$ cat src/rtl/fetch_unit_if.sv
// Fetch stage bus bundle: I-cache request/response plus the
// valid/ready enqueue port toward the instruction queue.
interface fetch_unit_if #(
  parameter int XLEN = 32
);
  logic            imem_read_o;
  logic [XLEN-1:0] imem_addr_o;
  logic            imem_resp_i;
  logic [XLEN-1:0] imem_rdata_i;
  logic            valid_o;
  logic            ready_i;
  logic [XLEN-1:0] pc_o;
  logic [XLEN-1:0] instr_o;
  logic            pred_taken_o;

  modport master (
    output imem_read_o,
    output imem_addr_o,
    input  imem_resp_i,
    input  imem_rdata_i,
    output valid_o,
    input  ready_i,
    output pc_o,
    output instr_o,
    output pred_taken_o
  );

  modport slave (
    input  imem_read_o,
    input  imem_addr_o,
    output imem_resp_i,
    output imem_rdata_i,
    input  valid_o,
    output ready_i,
    input  pc_o,
    input  instr_o,
    input  pred_taken_o
  );
endinterface

$ cat src/rtl/fetch_unit.sv
// Fetch stage: one outstanding I-cache read, 2-entry skid buffer, flush redirect.
// Optional JAL next-PC prediction when FETCH_JAL_PREDICT_EN is defined.
module fetch_unit #(
  parameter int              XLEN     = 32,
  parameter logic [XLEN-1:0] RESET_PC = 32'h0000_0060
) (
  input  logic            clk_i,
  input  logic            reset_n_i,
  input  logic            flush_i,
  input  logic [XLEN-1:0] flush_pc_i,
  fetch_unit_if.master    bus
);

  typedef enum logic [1:0] {
    IDLE  = 2'd0,
    FETCH = 2'd1,
    DROP  = 2'd2
  } state_e;

  state_e          state_q, state_d;
  logic [XLEN-1:0] pc_q, pc_d;
  logic [XLEN-1:0] addr_q, addr_d;
  logic [XLEN-1:0] step;
  logic [1:0]      cnt_q, cnt_d;
  logic            head_q, tail_q;
  logic [XLEN-1:0] pc_buf_q    [2];
  logic [XLEN-1:0] instr_buf_q [2];
  logic            push, pop, fits, launch;

  always_comb begin
    push  = (state_q == FETCH) && bus.imem_resp_i && !flush_i;
    pop   = (cnt_q != 2'd0) && bus.ready_i && !flush_i;
    cnt_d = flush_i ? 2'd0
          : cnt_q + {1'b0, push} - {1'b0, pop};
    fits  = (cnt_d <= 2'd1);
  end

`ifdef FETCH_JAL_PREDICT_EN
  logic            is_jal;
  logic [XLEN-1:0] jimm;
  logic            pt_buf_q [2];

  always_comb begin
    is_jal = (bus.imem_rdata_i[6:0] == 7'b1101111);
    jimm   = {{(XLEN-20){bus.imem_rdata_i[31]}},
              bus.imem_rdata_i[19:12],
              bus.imem_rdata_i[20],
              bus.imem_rdata_i[30:21],
              1'b0};
    step   = is_jal ? jimm : XLEN'(4);
  end

  always_ff @(posedge clk_i or negedge reset_n_i) begin
    if (!reset_n_i) begin
      pt_buf_q[0] <= 1'b0;
      pt_buf_q[1] <= 1'b0;
    end else if (push) begin
      pt_buf_q[tail_q] <= is_jal;
    end
  end

  assign bus.pred_taken_o = pt_buf_q[head_q];
`else
  assign step             = XLEN'(4);
  assign bus.pred_taken_o = 1'b0;
`endif

  always_comb begin
    pc_d = pc_q;
    if (flush_i) begin
      pc_d = {flush_pc_i[XLEN-1:2], 2'b00};
    end else if (push) begin
      pc_d = pc_q + step;
    end
  end

  always_ff @(posedge clk_i or negedge reset_n_i) begin
    if (!reset_n_i) begin
      state_q <= IDLE;
    end else begin
      state_q <= state_d;
    end
  end

  always_comb begin
    state_d = state_q;
    unique case (state_q)
      IDLE: begin
        if (!flush_i && fits) state_d = FETCH;
      end
      FETCH: begin
        if (flush_i) begin
          state_d = bus.imem_resp_i ? FETCH : DROP;
        end else if (bus.imem_resp_i) begin
          state_d = fits ? FETCH : IDLE;
        end
      end
      DROP: begin
        if (bus.imem_resp_i) state_d = FETCH;
      end
      default: state_d = IDLE;
    endcase
  end

  // Address latches only when a fresh request starts; DROP keeps the stale one.
  always_comb begin
    launch = (state_d == FETCH) &&
             ((state_q != FETCH) || bus.imem_resp_i);
    addr_d = launch ? pc_d : addr_q;
  end

  always_comb begin
    bus.imem_read_o = (state_q == FETCH) || (state_q == DROP);
    bus.imem_addr_o = addr_q;
    bus.valid_o     = (cnt_q != 2'd0);
    bus.pc_o        = pc_buf_q[head_q];
    bus.instr_o     = instr_buf_q[head_q];
  end

  always_ff @(posedge clk_i or negedge reset_n_i) begin
    if (!reset_n_i) begin
      pc_q           <= RESET_PC;
      addr_q         <= RESET_PC;
      cnt_q          <= 2'd0;
      head_q         <= 1'b0;
      tail_q         <= 1'b0;
      pc_buf_q[0]    <= '0;
      pc_buf_q[1]    <= '0;
      instr_buf_q[0] <= '0;
      instr_buf_q[1] <= '0;
    end else begin
      pc_q   <= pc_d;
      addr_q <= addr_d;
      cnt_q  <= cnt_d;
      if (flush_i) begin
        head_q <= 1'b0;
        tail_q <= 1'b0;
      end else begin
        if (pop) head_q <= ~head_q;
        if (push) begin
          tail_q              <= ~tail_q;
          pc_buf_q[tail_q]    <= pc_q;
          instr_buf_q[tail_q] <= bus.imem_rdata_i;
        end
      end
    end
  end

endmodule

$ cat src/flat_wrapper.sv
// flat-port wrapper written by rule: the top's interface ports become plain ports
module fetch_unit_flat 
#(
  parameter int              XLEN     = 32,
  parameter logic [XLEN-1:0] RESET_PC = 32'h0000_0060
)
  (clk_i, reset_n_i, flush_i, flush_pc_i, bus_imem_read_o, bus_imem_addr_o, bus_imem_resp_i, bus_imem_rdata_i, bus_valid_o, bus_ready_i, bus_pc_o, bus_instr_o, bus_pred_taken_o);
  fetch_unit_if #(.XLEN(XLEN)) bus_i ();
  input  logic clk_i;
  input  logic reset_n_i;
  input  logic flush_i;
  input  logic [XLEN-1:0] flush_pc_i;
  output wire logic [$bits(bus_i.imem_read_o)-1:0] bus_imem_read_o;
  output wire logic [$bits(bus_i.imem_addr_o)-1:0] bus_imem_addr_o;
  input wire logic [$bits(bus_i.imem_resp_i)-1:0] bus_imem_resp_i;
  input wire logic [$bits(bus_i.imem_rdata_i)-1:0] bus_imem_rdata_i;
  output wire logic [$bits(bus_i.valid_o)-1:0] bus_valid_o;
  input wire logic [$bits(bus_i.ready_i)-1:0] bus_ready_i;
  output wire logic [$bits(bus_i.pc_o)-1:0] bus_pc_o;
  output wire logic [$bits(bus_i.instr_o)-1:0] bus_instr_o;
  output wire logic [$bits(bus_i.pred_taken_o)-1:0] bus_pred_taken_o;
  assign bus_imem_read_o = bus_i.imem_read_o;
  assign bus_imem_addr_o = bus_i.imem_addr_o;
  assign bus_i.imem_resp_i = bus_imem_resp_i;
  assign bus_i.imem_rdata_i = bus_imem_rdata_i;
  assign bus_valid_o = bus_i.valid_o;
  assign bus_i.ready_i = bus_ready_i;
  assign bus_pc_o = bus_i.pc_o;
  assign bus_instr_o = bus_i.instr_o;
  assign bus_pred_taken_o = bus_i.pred_taken_o;
  fetch_unit #(.XLEN(XLEN), .RESET_PC(RESET_PC)) u_core (.clk_i(clk_i), .reset_n_i(reset_n_i), .flush_i(flush_i), .flush_pc_i(flush_pc_i), .bus(bus_i));
endmodule
$ cat config.mk
export PLATFORM = sky130hd
export DESIGN_NAME = fetch_unit_flat
export DESIGN_NICKNAME = d
export VERILOG_FILES = /design/src/rtl/fetch_unit_if.sv /design/src/rtl/fetch_unit.sv /design/src/flat_wrapper.sv
export SDC_FILE = /design/constraint.sdc
export NUM_CORES = 1
export LEC_CHECK = 0
export CORE_MARGIN = 5
export CORE_UTILIZATION = 45
export CTS_CLUSTER_DIAMETER = 40
export DETAILED_ROUTE_END_ITERATION = 8
export PLACE_DENSITY = 0.7
export SETUP_SLACK_MARGIN = 0.2
export SLEW_MARGIN = 20
export SYNTH_ARGS = -nofsm -noshare
export SYNTH_HDL_FRONTEND = slang
export SYNTH_SLANG_ARGS = --single-unit
$ cat constraint.sdc
create_clock -name clk_i -period 9.69 [get_ports clk_i]
set_clock_uncertainty 0.2 [all_clocks]
set_input_delay 1.938 -clock clk_i [delete_from_list [all_inputs] [get_ports clk_i]]
set_output_delay 1.938 -clock clk_i [all_outputs]
set_load 0.01 [all_outputs]
==> reports/results.txt, run 1 <==
Max-cap violations - 0
Die Span X - 152 um
Mapped Avg Cell Area - 13.2 um2
Congestion Overflow GR - 0
Yosys warns - 0
Wire length per cell - 18.8 um
Crit path largest cell delay - 0.71 ns
Tmin final - 5.05 ns
Post-DRT Antenna Nets - 0
Status - complete, no violations
Worst Hold Class - register to register
Hold_sp - u_core.pc_buf_q[30]$_DFFE_PN0P_
PostCTS Resize Cnt - 0
First-pass iteration count of the detailed router - 6
Final Cycle Share - 52.1%
Largest family of logic cells by synthesized area - multiplexers
Setup TNS - 0 ns
Fmax - 198 MHz
Number of global-route vias before repair - 6603
Reg2reg start - u_core.state_q[1]$_DFF_PN0_
Hold buffers post-CTS - 0
Pwr Density - 315 mW/mm2
CTS tree - built
Fin. Hold Viols - 0
Post-Syn Instances - 692
Xor/xnor share of the synthesized area - 1.33%
Starting Density - 45.3%
Utilization after layout - 57.6%
Detailed Route WL - 21.2 mm
Ys flop type - dfrtp_1
Worst vdd ir - 230 uV
Crit path capture type - register
Number of synthesized flops with an enable pin - 0
Site Rows - 52
Synth area leader - dfrtp_1
Post-Syn Nets - 768
Synth async-reset ratio - 100%
Core outline area - 0.0201 mm2
Final slew viol count - 0
Hold Path Depth - 2
Ranking of synthesized cells by area - dfrtp_1 (53%), mux2_2 (27%), nand2_1 (1.7%)
Complex-gate fraction of the synthesized area - 4.64%
Cell area after synthesis - 0.00911 mm2
Residual DRC - 0
DP HPWL - 14.5 mm
CTS max path bufs - 2
First-pass GRT wire length - 35.0 mm
Leakage - 4.83 nW
R2R setup slack - 6.10 ns
Max Fanout on Critical Path - 54
Crit-path cells - buf_2, nand3b_4, inv_2, ha_1, xor2_1, xnor2_2, o221ai_1, nor4_4, buf_4, mux2_2
Largest net degree at the start of global routing - 75
All-Layer GR Usage - 18.5%
Final net count - 921
DRT iter0 DRCs - 489
Antenna Cells - 0
Layout cell share with drive strength beyond 1 - 32.8%
Slowest CP cell - buf_2
Via count - 6134
Worst skew pair latency - 0.43 ns
TritonCTS buffer count - 17
CP Class - primary input to register
Yosys reg bits - 198
Initial antenna violation count - 0
Chip height - 152 um
Die ar. - 0.0232 mm2
Worst EP arrival - 5.17 ns
Sink of the worst hold path - u_core.pc_buf_q[30]$_DFFE_PN0P_
FF-to-FF End - u_core.bus.imem_addr_o[3]$_DFFE_PN0P_
Simple-gate area share of the yosys netlist - 9.06%
Worst reg2reg path depth - 11
Routability cong. - 0.864
Root Buffer - clkbuf_16
Startpoint types - primary input
Post-synthesis sequential area ratio - 54.4%
Final Setup Violations - 0
Worst EP required - 9.81 ns
WHS - 0.288 ns
# H-tree levels - 4
Worst rel slew slack - 35.3%
Port Buffer Count - 164
Post-Synth Adder-Cell Area - 0.961%
CTS Sinks - 198
Area Overhead vs Synth - 27.2%
Post-synthesis mux area share - 27.1%
Vias per cell - 5.44
RSZ-0062 raised after global routing - false
Post-CTS Setup Repair Bufs - 0
Worst-Margin Slew - 0.969 ns
Top cell type's share of synthesized area - 53.3%
Distinct cells, synth - 57
Reg clk slew, reported paths - 0.07 ns
Io pins - 168
[synth_stat cells (all sizes together) (2+ instances only)]
library cell,count
a211o,3
a21oi,5
a311o,2
a31oi,13
and2,5
and3,3
and4,3
buf,19
clkbuf,17
dfrtp,194
dfstp,4
ha,7
inv,14
mux2,218
nand2,41
nand3,19
nand3b,2
nand4,13
nor2,21
nor2b,5
nor3,7
nor4,10
o211ai,4
o21ai,20
o311ai,4
o31ai,4
o41ai,3
or2,2
or3,3
or4,6
xnor2,7
xor2,6
[cells in the final DEF (no fill, tap or decap), drive strengths merged, types with 7 or more instances in the layout]
master,n
mux2,218
dfrtp,194
clkdlybuf4s50,162
nand2,41
nor2,21
inv,21
o21ai,20
nand3,19
clkbuf,18
a31oi,13
nand4,13
nor4,10
nor3,7
ha,7
xnor2,7
buf,7
[worst max-delay path: cells and delay by family]
family	cells	cell delay, ns
AOI/OAI and AO/OA	1	0.23
xor gates and xnor gates	2	0.38
adders and majority gates	1	0.21
buffers and inverters	3	1.29
muxes	1	0.39
and+or+nand+nor	2	0.70
[worst max-delay path by stage]
stage                       start                                      to  slack (ns)  cells after the start
after floorplan           flush_i  u_core.bus.imem_addr_o[10]$_DFFE_PN0P_        4.68                     13
final                     flush_i   u_core.bus.imem_addr_o[3]$_DFFE_PN0P_        4.64                     10
after global placement    flush_i  u_core.bus.imem_addr_o[25]$_DFFE_PN0P_        4.27                     10
after detailed placement  flush_i  u_core.bus.imem_addr_o[21]$_DFFE_PN0P_        4.20                     10
after global routing      flush_i   u_core.bus.imem_addr_o[1]$_DFFE_PN0P_        4.42                     10
after CTS                 flush_i   u_core.bus.imem_addr_o[3]$_DFFE_PN0P_        4.66                     10
[cell type report]
type                       count  area [um2]
clock buffer                  17         425
clock inverter                15         190
fill                        1576        8520
inverter                      14        52.6
multi-input combinational    444        3930
sequential                   198        4960
tap                          270         338
timing repair buffer         170        1690
[routing by layer]
| layer | vias to the layer above | global-route usage (%) | share of wire (%) |
|---|---|---|---|
| li1 | 2818 | - | - |
| met2 | 209 | 29.6 | 48 |
| met1 | 3079 | 25.4 | 45 |
| met5 | - | 0 | 0 |
| met3 | 28 | 3.49 | 5.2 |
| met4 | 0 | 6.25 | 1.8 |
[power breakdown]
part	total [W]	switching, W	internal (W)
clock network	0.000734	0.000322	0.000413
logic	0.00156	0.000618	0.000938
registers	0.00136	0.000193	0.00116
total	0.00365	0.00113	0.00251
[kinds of logic (layout without fill, tap and decap cells)]
| family | count (synthesis) | after routing |
|---|---|---|
| buffers and inverters | 50 | 216 |
| XOR/XNOR | 13 | 13 |
| AND/OR/NAND/NOR | 142 | 142 |
| flip-flops | 198 | 198 |
| adder cells (fa/ha/maj) | 7 | 7 |
| AO/OA/AOI/OAI | 62 | 62 |
| multiplexers | 219 | 219 |
| other | 1 | 1 |
[through the flow]
step / cells / area [um2] / setup slack (ns) / power, W
CTS: 1128 / 11600 / 4.66 / 0.00369
global route: 1128 / 11600 / 4.42 / 0.00386
floorplan: 692 / 9110 / 4.68 / 0.00224
global placement: 1096 / 11000 / 4.27 / 0.00287
finish: 1128 / 11600 / 4.64 / 0.00365
detailed placement: 1096 / 11000 / 4.20 / 0.00294
[registers in the layout, indices dropped and copies added (netlist names)]
name / count
u_core.pc_q: 32
u_core.state_q: 2
u_core.pc_buf_q: 64
u_core.bus.imem_addr_o: 32
u_core.instr_buf_q: 64
u_core.tail_q: 1
u_core.head_q: 1
u_core.cnt_q: 2
Note: power is estimated with default switching activity, not from simulation.
==> run 2, diff against run 1 <==
--- a/config.mk
+++ b/config.mk
@@ -9,7 +9,7 @@
 export CORE_UTILIZATION = 45
 export CTS_CLUSTER_DIAMETER = 40
 export DETAILED_ROUTE_END_ITERATION = 8
-export PLACE_DENSITY = 0.7
+export PLACE_DENSITY = 0.73
 export SETUP_SLACK_MARGIN = 0.2
 export SLEW_MARGIN = 20
 export SYNTH_ARGS = -nofsm -noshare
==> constraint.sdc (replaced) <==
create_clock -name clk_i -period 4.6 [get_ports clk_i]
set_clock_uncertainty 0.2 [all_clocks]
set_input_delay 0.92 -clock clk_i [delete_from_list [all_inputs] [get_ports clk_i]]
set_output_delay 0.92 -clock clk_i [all_outputs]
set_load 0.01 [all_outputs]
==> reports/results.txt, run 2 (same netlist as run 1, synthesis figures left out) <==
Final Instance Count excl. Fillers - 1135 (+0.62%)
Die Span X - 152 um (unchanged)
# H-tree levels - 4 (unchanged)
Top Registers - u_core.instr_buf_q x64, u_core.pc_buf_q x64
Most frequent cells in the layout - mux2_2 (216), dfrtp_1 (193), clkdlybuf4s50_1 (162), nand2_1 (40), nor2_1 (20)
Congestion Overflow GR - 0 (unchanged)
Max Fanout on Critical Path - 21 (-61%)
Post-DRT Antenna Nets - 0 (unchanged)
Worst rel slew slack - 45.1% (+9.8 points)
Slowest CP cell - clkdlybuf4s50_1
Port Buffer Count - 164 (unchanged)
First-pass iteration count of the detailed router - 6 (unchanged)
Pwr Density - 651 mW/mm2 (+110%)
Status - complete, no violations
# fillers - 1658 (+5.2%)
Post-place setup slack - 0.509 ns (-3.69 ns)
Cells after DPL - 1103 (+0.64%)
Setup TNS - 0 ns (unchanged)
Worst skew pair latency - 0.43 ns (about the same)
Number of global-route vias before repair - 6374 (-3.5%)
Hold_sp - u_core.pc_buf_q[16]$_DFFE_PN0P_
Crit path largest cell delay - 0.59 ns (-0.12 ns)
TritonCTS buffer count - 17 (unchanged)
Final net count - 928 (+0.76%)
Detailed Route WL - 20.8 mm (-1.7%)
DP HPWL - 14.6 mm (+1.2%)
Max-cap violations - 0 (unchanged)
Worst EP required - 4.71 ns (-5.10 ns)
Crit path capture type - register
Site Rows - 52 (unchanged)
Tmin final - 3.63 ns
Leakage - 4.87 nW (+0.86%)
FF-to-FF End - u_core.bus.imem_addr_o[28]$_DFFE_PN0P_
Final slew viol count - 0 (unchanged)
Worst reg2reg path depth - 11 (unchanged)
Vias per cell - 5.41 (-0.42%)
RSZ-0062 raised after global routing - false
Crit-path cells - clkdlybuf4s50_1, nand3b_4, inv_2, ha_1, xor2_1, xnor2_2, o221ai_1, nor4_4, buf_4, mux2_2
Fin. Hold Viols - 0 (unchanged)
PostCTS Resize Cnt - 0 (unchanged)
Core outline area - 0.0201 mm2 (unchanged)
Commonest non-fill, non-tap cell in the layout - mux2_2
Routability cong. - 0.861 (-0.42%)
First-pass GRT wire length - 34.4 mm (-1.6%)
Final Cycle Share - 79.0%
Chip height - 152 um (unchanged)
Worst-Margin Slew - 0.823 ns (-0.146 ns)
Area Overhead vs Synth - 27.9%
Starting Density - 45.3% (unchanged)
CTS tree - built
Buf+Inv Stages, Crit Path - 3 (unchanged)
Residual DRC - 0 (unchanged)
Initial antenna violation count - 0 (unchanged)
Final Setup Violations - 0 (unchanged)
Post-CTS Setup Repair Bufs - 0 (unchanged)
DRT iter0 DRCs - 384 (-21%)
Root Buffer - clkbuf_16
Reg2reg start - u_core.state_q[1]$_DFF_PN0_
Largest net degree at the start of global routing - 103 (+37%)
Wire length per cell - 18.3 um (-2.3%)
R2R setup slack - 1.16 ns (-4.94 ns)
CP Class - primary input to register
Reg clk slew, reported paths - 0.07 ns (about the same)
Worst Hold Class - register to register
Fmax - 275 MHz
Sink of the worst hold path - u_core.pc_buf_q[16]$_DFFE_PN0P_
Antenna Cells - 0 (unchanged)
Hold buffers post-CTS - 0 (unchanged)
CTS Sinks - 198 (unchanged)
Hold Path Depth - 2 (unchanged)
Final WS setup - 0.965 ns (-3.67 ns)
Startpoint types - primary input
Worst vdd ir - 370 uV (+61%)
Via count - 6146 (+0.20%)
Layout cell share with drive strength beyond 1 - 32.8% (+0.082 points)
Io pins - 168 (unchanged)
CTS max path bufs - 2 (unchanged)
All-Layer GR Usage - 18.3% (-0.15 points)
Delay-heaviest family, CP - buffers and inverters
Worst EP arrival - 3.75 ns (-1.42 ns)
Die ar. - 0.0232 mm2 (unchanged)
## run 2: changes by cell type in the layout (fill, tap and decap cells not counted), sizes merged
cell	change
buf	+7
bufinv	-1
clkbuf	+6
clkinv	+4
clkinvlp	-2
inv	-7
## run 2: worst max-delay path by stage
stage	startpoint	end	slack, ns	cells after the start
after floorplan	flush_i	u_core.bus.imem_addr_o[10]$_DFFE_PN0P_	0.61	13
after global placement	bus_imem_resp_i	u_core.bus.imem_addr_o[24]$_DFFE_PN0P_	0.58	10
after detailed placement	bus_imem_resp_i	u_core.bus.imem_addr_o[28]$_DFFE_PN0P_	0.51	10
after CTS	bus_imem_resp_i	u_core.bus.imem_addr_o[28]$_DFFE_PN0P_	0.98	10
after global routing	bus_imem_resp_i	u_core.bus.imem_addr_o[26]$_DFFE_PN0P_	0.78	10
final	bus_imem_resp_i	u_core.bus.imem_addr_o[28]$_DFFE_PN0P_	0.97	10
## run 2: metrics by stage
step	power (W)	util, %	cell area [um2]	hold WS, ns
after floorplan	0.00472	-	9110	0.244
after global placement	0.00613	55.1	11100	0.258
final	0.00759	58.0	11700	0.279
after global routing	0.00804	58.0	11700	0.313
after detailed placement	0.00621	55.1	11100	0.267
after CTS	0.00769	58.0	11700	0.283
## run 2: power breakdown
part	internal, W	leakage (nW)	switching, W
clock	0.000828	0.277	0.000630
sequential	0.00245	2.40	0.000416
combinational	0.00201	2.19	0.00126
## run 2: cell type report
type	count	area (um2)	area share, %
Timing Repair Buffer	177	1800	15.4
Inverter	14	52.6	0.451
Tap cell	270	338	2.90
Multi-Input combinational cell	444	3930	33.7
Sequential cell	198	4960	42.6
Clock inverter	9	104	0.891
Clock buffer	23	468	4.01
## run 2: worst register-to-register path, delay by kind of cell (launching register included)
kind | cells | cell delay, ns
AOI/OAI and AO/OA | 1 | 0.24
xor gates and xnor gates | 2 | 0.40
adders and majority gates | 2 | 0.49
buffers and inverters | 3 | 0.63
DFF | 1 | 0.45
muxes | 1 | 0.39
and+or+nand+nor | 2 | 0.53
## run 2: layer usage
layer	vias to the layer above	global-route usage, %	part of all wire (%)
met4	0	7.15	2.4
met3	33	3.72	5.1
met1	3102	26.0	47
met5	-	0	0
li1	2831	-	-
met2	180	27.7	46
